## src/rtl/mul_datapath_if.sv

```systemverilog
// Handshake bundle between the multiplier controller and its datapath.
// The controller side drives the strobes and operand; the datapath returns status and product.
interface mul_datapath_if #(
    parameter int WIDTH = 16
);
    logic [WIDTH-1:0]   data_in;
    logic               lda;
    logic               ldb;
    logic               decb;
    logic               eq;
    logic [2*WIDTH-1:0] result;
    logic               result_valid;
    logic               busy;

    modport master (
        output data_in, lda, ldb, decb,
        input  eq, result, result_valid, busy
    );

    modport slave (
        input  data_in, lda, ldb, decb,
        output eq, result, result_valid, busy
    );
endinterface

```

## src/rtl/mul_datapath.sv

```systemverilog
// Repeated-addition multiplier datapath: multiplicand A, down-counter B, accumulator P,
// plus a held result register that is written once per finished product.
module mul_datapath #(
    parameter int WIDTH = 16
) (
    input  logic           clk,
    input  logic           rst_n,
    mul_datapath_if.slave  bus
);
    logic [WIDTH-1:0]   a;
    logic [WIDTH-1:0]   b;
    logic [2*WIDTH-1:0] p;
    logic [2*WIDTH-1:0] result;
    logic               result_valid;
    logic               armed;
    logic               b_zero;

    assign b_zero = (b == '0);

    // Capture is listed before Load B so that a simultaneous Load B re-arms;
    // the capture still takes the pre-edge P because of non-blocking semantics.
    always_ff @(posedge clk or negedge rst_n) begin
        if (!rst_n) begin
            a            <= '0;
            b            <= '0;
            p            <= '0;
            result       <= '0;
            result_valid <= 1'b0;
            armed        <= 1'b0;
        end else begin
            result_valid <= 1'b0;
            if (bus.lda) begin
                a <= bus.data_in;
            end
            if (armed && b_zero) begin
                result       <= p;
                result_valid <= 1'b1;
                armed        <= 1'b0;
            end
            if (bus.ldb && !bus.decb) begin
                b     <= bus.data_in;
                p     <= '0;
                armed <= 1'b1;
            end else if (bus.ldb && bus.decb && !b_zero) begin
                p <= p + {{WIDTH{1'b0}}, a};
                b <= b - 1'b1;
            end
        end
    end

    assign bus.eq           = b_zero;
    assign bus.result       = result;
    assign bus.result_valid = result_valid;
    assign bus.busy         = armed;
endmodule

```

## src/flat_wrapper.sv

```systemverilog
// flat-port wrapper written by rule: the top's interface ports become plain ports
module mul_datapath_flat 
#(
    parameter int WIDTH = 16
)
  (clk, rst_n, bus_data_in, bus_lda, bus_ldb, bus_decb, bus_eq, bus_result, bus_result_valid, bus_busy);
  mul_datapath_if #(.WIDTH(WIDTH)) bus_i ();
  input  logic clk;
  input  logic rst_n;
  input wire logic [$bits(bus_i.data_in)-1:0] bus_data_in;
  input wire logic [$bits(bus_i.lda)-1:0] bus_lda;
  input wire logic [$bits(bus_i.ldb)-1:0] bus_ldb;
  input wire logic [$bits(bus_i.decb)-1:0] bus_decb;
  output wire logic [$bits(bus_i.eq)-1:0] bus_eq;
  output wire logic [$bits(bus_i.result)-1:0] bus_result;
  output wire logic [$bits(bus_i.result_valid)-1:0] bus_result_valid;
  output wire logic [$bits(bus_i.busy)-1:0] bus_busy;
  assign bus_i.data_in = bus_data_in;
  assign bus_i.lda = bus_lda;
  assign bus_i.ldb = bus_ldb;
  assign bus_i.decb = bus_decb;
  assign bus_eq = bus_i.eq;
  assign bus_result = bus_i.result;
  assign bus_result_valid = bus_i.result_valid;
  assign bus_busy = bus_i.busy;
  mul_datapath #(.WIDTH(WIDTH)) u_core (.clk(clk), .rst_n(rst_n), .bus(bus_i));
endmodule
```

## config.mk

```make
export PLATFORM = sky130hd
export DESIGN_NAME = mul_datapath_flat
export DESIGN_NICKNAME = d
export VERILOG_FILES = /design/src/rtl/mul_datapath_if.sv /design/src/rtl/mul_datapath.sv /design/src/flat_wrapper.sv
export SDC_FILE = /design/constraint.sdc
export NUM_CORES = 1
export LEC_CHECK = 0
export ABC_AREA = 1
export CAP_MARGIN = 5
export CORE_MARGIN = 4
export CORE_UTILIZATION = 41
export DETAILED_ROUTE_END_ITERATION = 7
export GPL_TIMING_DRIVEN = 0
export SLEW_MARGIN = 20
export SYNTH_ARGS = -nofsm -noshare
export SYNTH_HDL_FRONTEND = slang
export SYNTH_SLANG_ARGS = --single-unit
```

## constraint.sdc

```tcl
create_clock -name clk -period 2.47 [get_ports clk]
set_input_delay 0.3705 -clock clk [delete_from_list [all_inputs] [get_ports clk]]
set_output_delay 0.3705 -clock clk [all_outputs]
set_load 0.02 [all_outputs]
```

# Word-level counts from Yosys, hierarchy flattened
# Cells that the tools add are included.
[word_totals]
in_bits = 21
reg_bits = 98
output_inout_bits = 35
elab_cells = 24
[op_classes]
n_reduce_logical = 9
mux = 7
addsub = 2
[ops]
columns = ["cell", "n"]
rows = [
  ["$mux W32", 2],
  ["$add A32 B16 Y32", 1],
  ["$mux W16", 2],
  ["$logic_not A16 Y1", 1],
  ["$sub A16 B1 Y16 const B", 1],
  ["$logic_and A1 B1 Y1", 4],
  ["$reduce_bool A2 Y1", 2],
  ["$mux W1", 3],
  ["$logic_not A1 Y1", 2],
]

# Depth between registers and ports, before layout
# Gate-level depths: netlist of the first run.
[logic_depth]
word_depth = 5
ltp_mapped = 13
mapped_depth_nobuf = 13

# Worst setup path after synthesis of the first run
# OpenSTA, ideal clock, no wires.
[synth_path]
path_type = "register to register"
startpoint = "register u_core.p[0]"
endpoint = "register u_core.p[30]"
path_stages_with_launch = 14
period_less_slack_ns = 1.791
required_time_ns = 2.351
setup_slack_ns = 0.679
t_arrival_ns = 1.672
path_cell_list = "dfrtp_1 -> ha_1 -> inv_1 -> fa_1 -> inv_1 -> nand3_1 -> nand3_1 -> nand2_1 -> nand2_1 -> nand2_1 -> nand3_1 -> nand3_1 -> nand2_1 -> nor2_1"
[synth_via]
elab_chain_len = 3
[synth_rtl]
columns = ["item", "line_no", "source"]
rows = [
  ["from (decl)", "mul_datapath.sv:12", "logic [2*WIDTH-1:0] p;"],
  ["from (signal assigned)", "mul_datapath.sv:45", "p <= p + {{WIDTH{1'b0}}, a};"],
  ["$add A32 B16 Y32", "mul_datapath.sv:45", ""],
  ["$mux W32", "mul_datapath.sv:44", "end else if (bus.ldb && bus.decb && !b_zero) begin"],
  ["$mux W32", "mul_datapath.sv:40", "if (bus.ldb && !bus.decb) begin"],
]
# Every way passes these cells. The select of a mux whose other input is x is not followed.
# A chain may end at the register's enable or synchronous reset.

# Worst setup path in the final report of the first run
[layout_path]
startpoint = "register u_core.b[0]"
endpoint = "output bus_eq"
[layout_via]
elab_chain_len = 1
[layout_rtl]
columns = ["item", "line_no", "source"]
rows = [
  ["from (decl)", "mul_datapath.sv:11", "logic [WIDTH-1:0] b;"],
  ["from (signal assigned)", "mul_datapath.sv:41", "b <= bus.data_in;"],
  ["from (signal assigned)", "mul_datapath.sv:46", "b <= b - 1'b1;"],
  ["$logic_not A16 Y1", "mul_datapath.sv:18", "assign b_zero = (b == '0);"],
  ["to (decl)", "flat_wrapper.sv:14", "output wire logic [$bits(bus_i.eq)-1:0] bus_eq;"],
]
# Every way passes these cells.

==> results.sh, run 1 <==
export IMPL_antenna_found_initial=0
export IMPL_ys_warn_count=0
export IMPL_die_w_microns=125
export IMPL_grt_pass1_vias=4765
export IMPL_crit_path_frequent_cell="inv_1"
export IMPL_status="completed"
export IMPL_syn_area_per_cell_sq_um=7.64
export IMPL_insertion_delay_ns=0.35
export IMPL_place_ws_ns=0.309
export IMPL_synth_nets=777
export IMPL_fin_crit_sh=0.913
export IMPL_yosysSeqAreaShare=0.436
export IMPL_drt_vias_per_instance=5.02
export IMPL_num_antenna_cells=0
export IMPL_synth_ff_type="dfrtp_1"
export IMPL_finalHoldViolCount=0
export IMPL_synthCells=737
export IMPL_final_net_count=844
export IMPL_slew_headroom=0.564
export IMPL_slew_violations=0
export IMPL_antenna_left=0
export IMPL_start_util=0.422
export IMPL_track_usage=0.187
export IMPL_start_kind="register"
export IMPL_cap_violations=0
export IMPL_setup_viol=0
export IMPL_yosys_area_top_type_share=0.436
export IMPL_wl_per_cell_microns=14.4
export IMPL_cp_slowest_stage_delay_ns=0.36
export IMPL_powerDensity_nw_per_um2=778
export IMPL_synth_top_area_cell="dfrtp_1"
export IMPL_end_kind="output port"
export IMPL_syn_area_sq_um=5630
export IMPL_num_fill_cells=1331
export IMPL_drc=0
export IMPL_portBuffers=54
export IMPL_rows=42
export IMPL_io_pins=56
export IMPL_fin_setup_tns_ns=0
export IMPL_synth_edff_count=0
export IMPL_slowest_stage="dfrtp_1"
export IMPL_rsz0062_at_grt="no"
export IMPL_core_sq_um=13300
export IMPL_fmax_mhz=443
export IMPL_clk_pin_slew_worst_paths_ns=0.06
export IMPL_gp_congestion=0.927
export IMPL_worstPathMaxFanout=6
export IMPL_htree_num_levels=3
export IMPL_synthArstFlopShare=1.00
export IMPL_grt_ovfl_total=0
export IMPL_cts_tree="yes"
export IMPL_fin_crit_ns=2.26
export IMPL_leakage_nw=3.28
export IMPL_die_area_sq_um=15700
export IMPL_synth_area_leaders="dfrtp_1 (44%), nand2_1 (17%), inv_1 (5.3%)"
export IMPL_grt_max_degree=66
export IMPL_hold_path_class="in -> reg"
export IMPL_routed_wl_microns=14100
export IMPL_cp_arrival_ns=1.88
export IMPL_drive_above_1_share=0.0793
export IMPL_dieHeight_microns=125
export IMPL_clockBufferDepth=2
export IMPL_area_delta_synth_final_pct=19.4
export IMPL_fin_ws_ns=0.215
export IMPL_synth_cell_type_count=38
export IMPL_firstDrtPassIters=5
export IMPL_required_ns=2.10
export IMPL_num_vias=4930
export IMPL_grt_pass1_wl_microns=23600
export IMPL_fin_worst_skew_ns=0.00862
export IMPL_worst_pin_slew_ns=0.653
export IMPL_drtIter0Drc=306
export IMPL_vdd_ir_drop_max_v=0.000295
export IMPL_path_class="reg -> out"
export IMPL_root_buffer="clkbuf_16"
export IMPL_crit_chain="inv_1 > ha_1 > nand2_1 > nor2_1 > nand4_1 > inv_1 > dlygate4sd2_1"
export IMPL_clock_sinks=98
export IMPL_synth_seq_cells=98
export IMPL_dp_hpwl_microns=11200
export IMPL_cts_made_buffers=9
-- what timing repair did --
action / 4_1_cts / 5_1_grt
gates resized for setup: 1 / 0
setup buffers: 0 / 0
setup endpoints to repair: 1 / 0
endpoints found under the hold margin: 33 / 0
hold buffers: 1 / 0
-- synthesized netlist by cell type (9+ instances only) --
cell type,number
nor2_1,71
nand2_1,248
nor3_1,9
nand3_1,43
dfrtp_1,98
a21oi_1,33
o22ai_1,12
ha_1,18
o21ai_0,27
mux2_2,15
inv_1,80
-- sequential cells by signal, indices dropped and copies added, names as in the netlist --
register                 cells
u_core.b                    16
u_core.bus.busy              1
u_core.a                    16
u_core.bus.result_valid      1
u_core.p                    32
u_core.bus.result           32
-- final timing paths --
| kind | from | to | slack [ns] | cells past startpoint |
|---|---|---|---|---|
| setup / recovery | u_core.b[0] | bus_eq | 0.21 | 7 |
| hold reg to reg | u_core.bus.result[23] | u_core.bus.result[23] | 0.47 | 2 |
| max in group asynchronous | rst_n | u_core.a[4] | 1.37 | 3 |
| setup reg to reg | u_core.a[0] | u_core.p[30] | 0.35 | 13 |
| hold / removal | bus_lda | u_core.a[2] | 0.43 | 2 |
| min in group asynchronous | rst_n | u_core.bus.result[23] | 0.47 | 2 |
-- per-layer routing --
layer  part of all wire  global-route usage  vias up  wire length [microns]
li1                   -                   -     2496                      -
met1               0.46               0.255     2274                   6550
met2               0.44               0.295      130                   6260
met3              0.056              0.0269       30                    797
met4              0.035              0.0899        0                    498
met5                  0                   0        -                      0
-- power by group --
part           switching, mW  internal, mW
logic                   1.16         0.649
clock network          0.580         0.829
registers              0.198          1.81
total                   1.94          3.29
-- critical path, delay by kind of cell, from the launching register on --
kind	cells	cell delay [ns]
buf+inv	3	0.56
flops	1	0.36
simple gates	3	0.34
fa+ha+maj	1	0.26
-- cell families (layout without fill, tap and decap cells) --
group,Yosys count,count (layout),synth area share
and+or+nand+nor,397,397,0.298
DFF,98,98,0.436
adders and majority gates,19,19,0.0436
buffers and inverters,100,170,0.0767
AOI/OAI and AO/OA,94,94,0.0942
xor gates and xnor gates,14,14,0.0218
muxes,15,15,0.0300
-- final cells by class --
| type | instances | area (sq um) | share of cell area |
|---|---|---|---|
| plain buffers | 18 | 121 | 0.0181 |
| clock buffers | 12 | 256 | 0.0382 |
| clock inverters | 2 | 37.5 | 0.00558 |
| inverters | 82 | 310 | 0.0462 |
| multi-input cells | 539 | 2750 | 0.409 |
| flip-flops and latches | 98 | 2450 | 0.365 |
| well taps | 176 | 220 | 0.0328 |
| repair buffers | 56 | 578 | 0.0860 |
-- through the flow --
stage	hold slack, ns	total power [mW]	area, sq um	cells	util
6_report	0.427	5.23	6720	983	0.504
5_1_grt	0.448	5.63	6720	983	0.504
4_1_cts	0.426	5.27	6720	983	0.504
3_5_place_dp	0.278	3.84	6420	968	0.481
3_3_place_gp	0.455	3.80	6390	967	0.479
2_1_floorplan	0.0749	3.32	5630	737	-
-- layout by cell type, fill, tap and decap left out, types with 3 or more instances in the layout --
cell type,count
mux2_2,15
o21ai_0,27
buf_6,7
inv_1,80
clkbuf_16,9
nor2_2,4
or2_2,3
clkbuf_1,5
nor2_1,71
o211ai_1,6
xor2_1,7
nand4_1,4
nand2_1,248
ha_1,18
dfrtp_1,98
a21oi_1,33
nor4_1,3
nor3_1,9
o21ai_1,6
o22ai_1,12
nand3_1,43
clkdlybuf4s50_1,52
o21ai_2,4
buf_2,7
xnor2_1,7
Note: power is estimated with default switching activity, not from simulation.
==> run 2, diff against run 1 <==
--- a/config.mk
+++ b/config.mk
@@ -11,6 +11,7 @@
 export CORE_UTILIZATION = 41
 export DETAILED_ROUTE_END_ITERATION = 7
 export GPL_TIMING_DRIVEN = 0
+export RECOVER_POWER = 25
 export SLEW_MARGIN = 20
 export SYNTH_ARGS = -nofsm -noshare
 export SYNTH_HDL_FRONTEND = slang
==> results.sh, run 2 (synthesis gave the netlist of run 1 again) <==
export IMPL_firstDrtPassIters=5
export IMPL_required_ns=2.10
export IMPL_final_net_count=844
export IMPL_portBuffers=54
export IMPL_setup_viol=0
export IMPL_die_w_microns=125
export IMPL_fin_ws_ns=0.214
export IMPL_place_inst=968
export IMPL_slew_violations=0
export IMPL_grt_pass1_vias=4765
export IMPL_post_cts_setup_buffer_count=0
export IMPL_worstPathMaxFanout=6
export IMPL_num_antenna_cells=0
export IMPL_powerDensity_nw_per_um2=779
export IMPL_slew_headroom=0.411
export IMPL_dieHeight_microns=125
export IMPL_fin_crit_ns=2.26
export IMPL_track_usage=0.187
export IMPL_grt_pass1_wl_microns=23600
export IMPL_switchingPower_mw=1.94
export IMPL_cp_slowest_stage_delay_ns=0.36
export IMPL_final_common_cell="nand2_1"
export IMPL_place_ws_ns=0.309
export IMPL_drc=0
export IMPL_switching_share=0.371
export IMPL_placed_area_sq_um=6420
export IMPL_seqPwrFrac=0.385
export IMPL_gp_congestion=0.927
export IMPL_htree_num_levels=3
export IMPL_crit_chain="inv_1 > ha_1 > nand2_1 > nor2_1 > nand4_1 > inv_1 > dlygate4sd2_1"
export IMPL_drt_vias_per_instance=5.01
export IMPL_num_vias=4924
export IMPL_end_kind="output port"
export IMPL_worst_pin_slew_ns=0.883
export IMPL_start_util=0.422
export IMPL_path_delay_family="buffers and inverters"
export IMPL_wl_per_cell_microns=14.4
export IMPL_io_pins=56
export IMPL_clk_pin_slew_worst_paths_ns=0.06
export IMPL_fin_area_sq_um=6720
export IMPL_drtIter0Drc=306
export IMPL_p_comb_frac=0.346
export IMPL_hold_path_class="in -> reg"
export IMPL_crit_path_frequent_cell="inv_1"
export IMPL_core_sq_um=13300
export IMPL_status="completed"
export IMPL_routed_wl_microns=14100
export IMPL_fin_crit_sh=0.913
export IMPL_antenna_found_initial=0
export IMPL_drive_above_1_share=0.0793
export IMPL_vdd_ir_drop_max_v=0.000295
export IMPL_dp_hpwl_microns=11200
export IMPL_antenna_left=0
export IMPL_cts_tree="yes"
export IMPL_whs_ns=0.428
export IMPL_rsz0062_at_grt="no"
export IMPL_area_delta_synth_final_pct=19.3
export IMPL_grt_max_degree=66
export IMPL_finalHoldViolCount=0
export IMPL_fmax_mhz=443
export IMPL_slowest_stage="dfrtp_1"
export IMPL_leakage_nw=3.28
export IMPL_path_class="reg -> out"
export IMPL_clockBufferDepth=2
export IMPL_die_area_sq_um=15700
export IMPL_num_fill_cells=1333
export IMPL_top_regs="u_core.bus.result: 32 flops, u_core.p: 32 flops"
export IMPL_cts_made_buffers=9
export IMPL_clock_sinks=98
export IMPL_grt_ovfl_total=0
export IMPL_pwr_share_clk=0.270
export IMPL_insertion_delay_ns=0.35
export IMPL_cp_buffers_inverters=3
export IMPL_rows=42
export IMPL_cp_arrival_ns=1.89
export IMPL_root_buffer="clkbuf_16"
export IMPL_cap_violations=0
export IMPL_start_kind="register"
export IMPL_stdcell_count=983
export IMPL_layout_common_cells="nand2_1 (248), dfrtp_1 (98), inv_1 (80), nor2_1 (71), clkdlybuf4s50_1 (45)"
export IMPL_fin_worst_skew_ns=0.00861
export IMPL_p_int_mw=3.29
==> run 2: cell types whose count changed in the layout (fill, tap and decap cells not counted), sizes merged <==
cell	change
clkdlybuf4s50	-7
buf	-2
clkbuf	+2
dlygate4sd3	+7
==> run 2: power by group through the flow <==
stage	Combinational (mW)	Clock (mW)	Sequential, mW
2_1_floorplan	1.35	0	1.98
3_3_place_gp	1.76	0	2.04
3_5_place_dp	1.80	0	2.04
4_1_cts	1.81	1.45	2.01
5_1_grt	2.07	1.51	2.04
6_report	1.81	1.41	2.01
==> run 2: timing repair <==
| item | 4_1_cts | 5_1_grt |
|---|---|---|
| gates resized for setup | 1 | 0 |
| hold endpoints to repair | 33 | 0 |
| hold buffers | 1 | 0 |
| setup endpoints to repair | 1 | 0 |
==> run 2: per-stage QoR <==
step	setup TNS (ns)	total power, mW	utilization
final	0	5.23	0.503
after global routing	0	5.63	0.503
after CTS	0	5.27	0.504
after detailed placement	0	3.84	0.481
after global placement	-263.19	3.80	0.479
after floorplan	0	3.32	-
==> run 2: cell type report <==
type	instances	area [sq um]	share of cell area
Buffer	18	121	0.0181
Clock buffer	12	256	0.0382
Clock inverter	2	37.5	0.00559
Inverter	82	310	0.0462
Multi-Input combinational cell	539	2750	0.409
Sequential cell	98	2450	0.365
Tap cell	176	220	0.0328
Timing Repair Buffer	56	572	0.0851
==> run 2: per-layer routing <==
metal | routed length (microns) | share of wire | global-route usage
met2 | 6260 | 0.44 | 0.295
met4 | 498 | 0.035 | 0.0899
met5 | 0 | 0 | 0
met1 | 6620 | 0.47 | 0.255
met3 | 742 | 0.053 | 0.0269
==> run 2: worst paths after layout <==
path	startpoint	end	slack [ns]	cells after the start
setup reg to reg	u_core.a[0]	u_core.p[30]	0.36	13
hold / removal	bus_lda	u_core.a[2]	0.43	2
setup / recovery	u_core.b[0]	bus_eq	0.21	7
max in group asynchronous	rst_n	u_core.a[4]	0.98	3
hold reg to reg	u_core.bus.result[23]	u_core.bus.result[23]	0.47	2
min in group asynchronous	rst_n	u_core.bus.result[23]	0.68	2
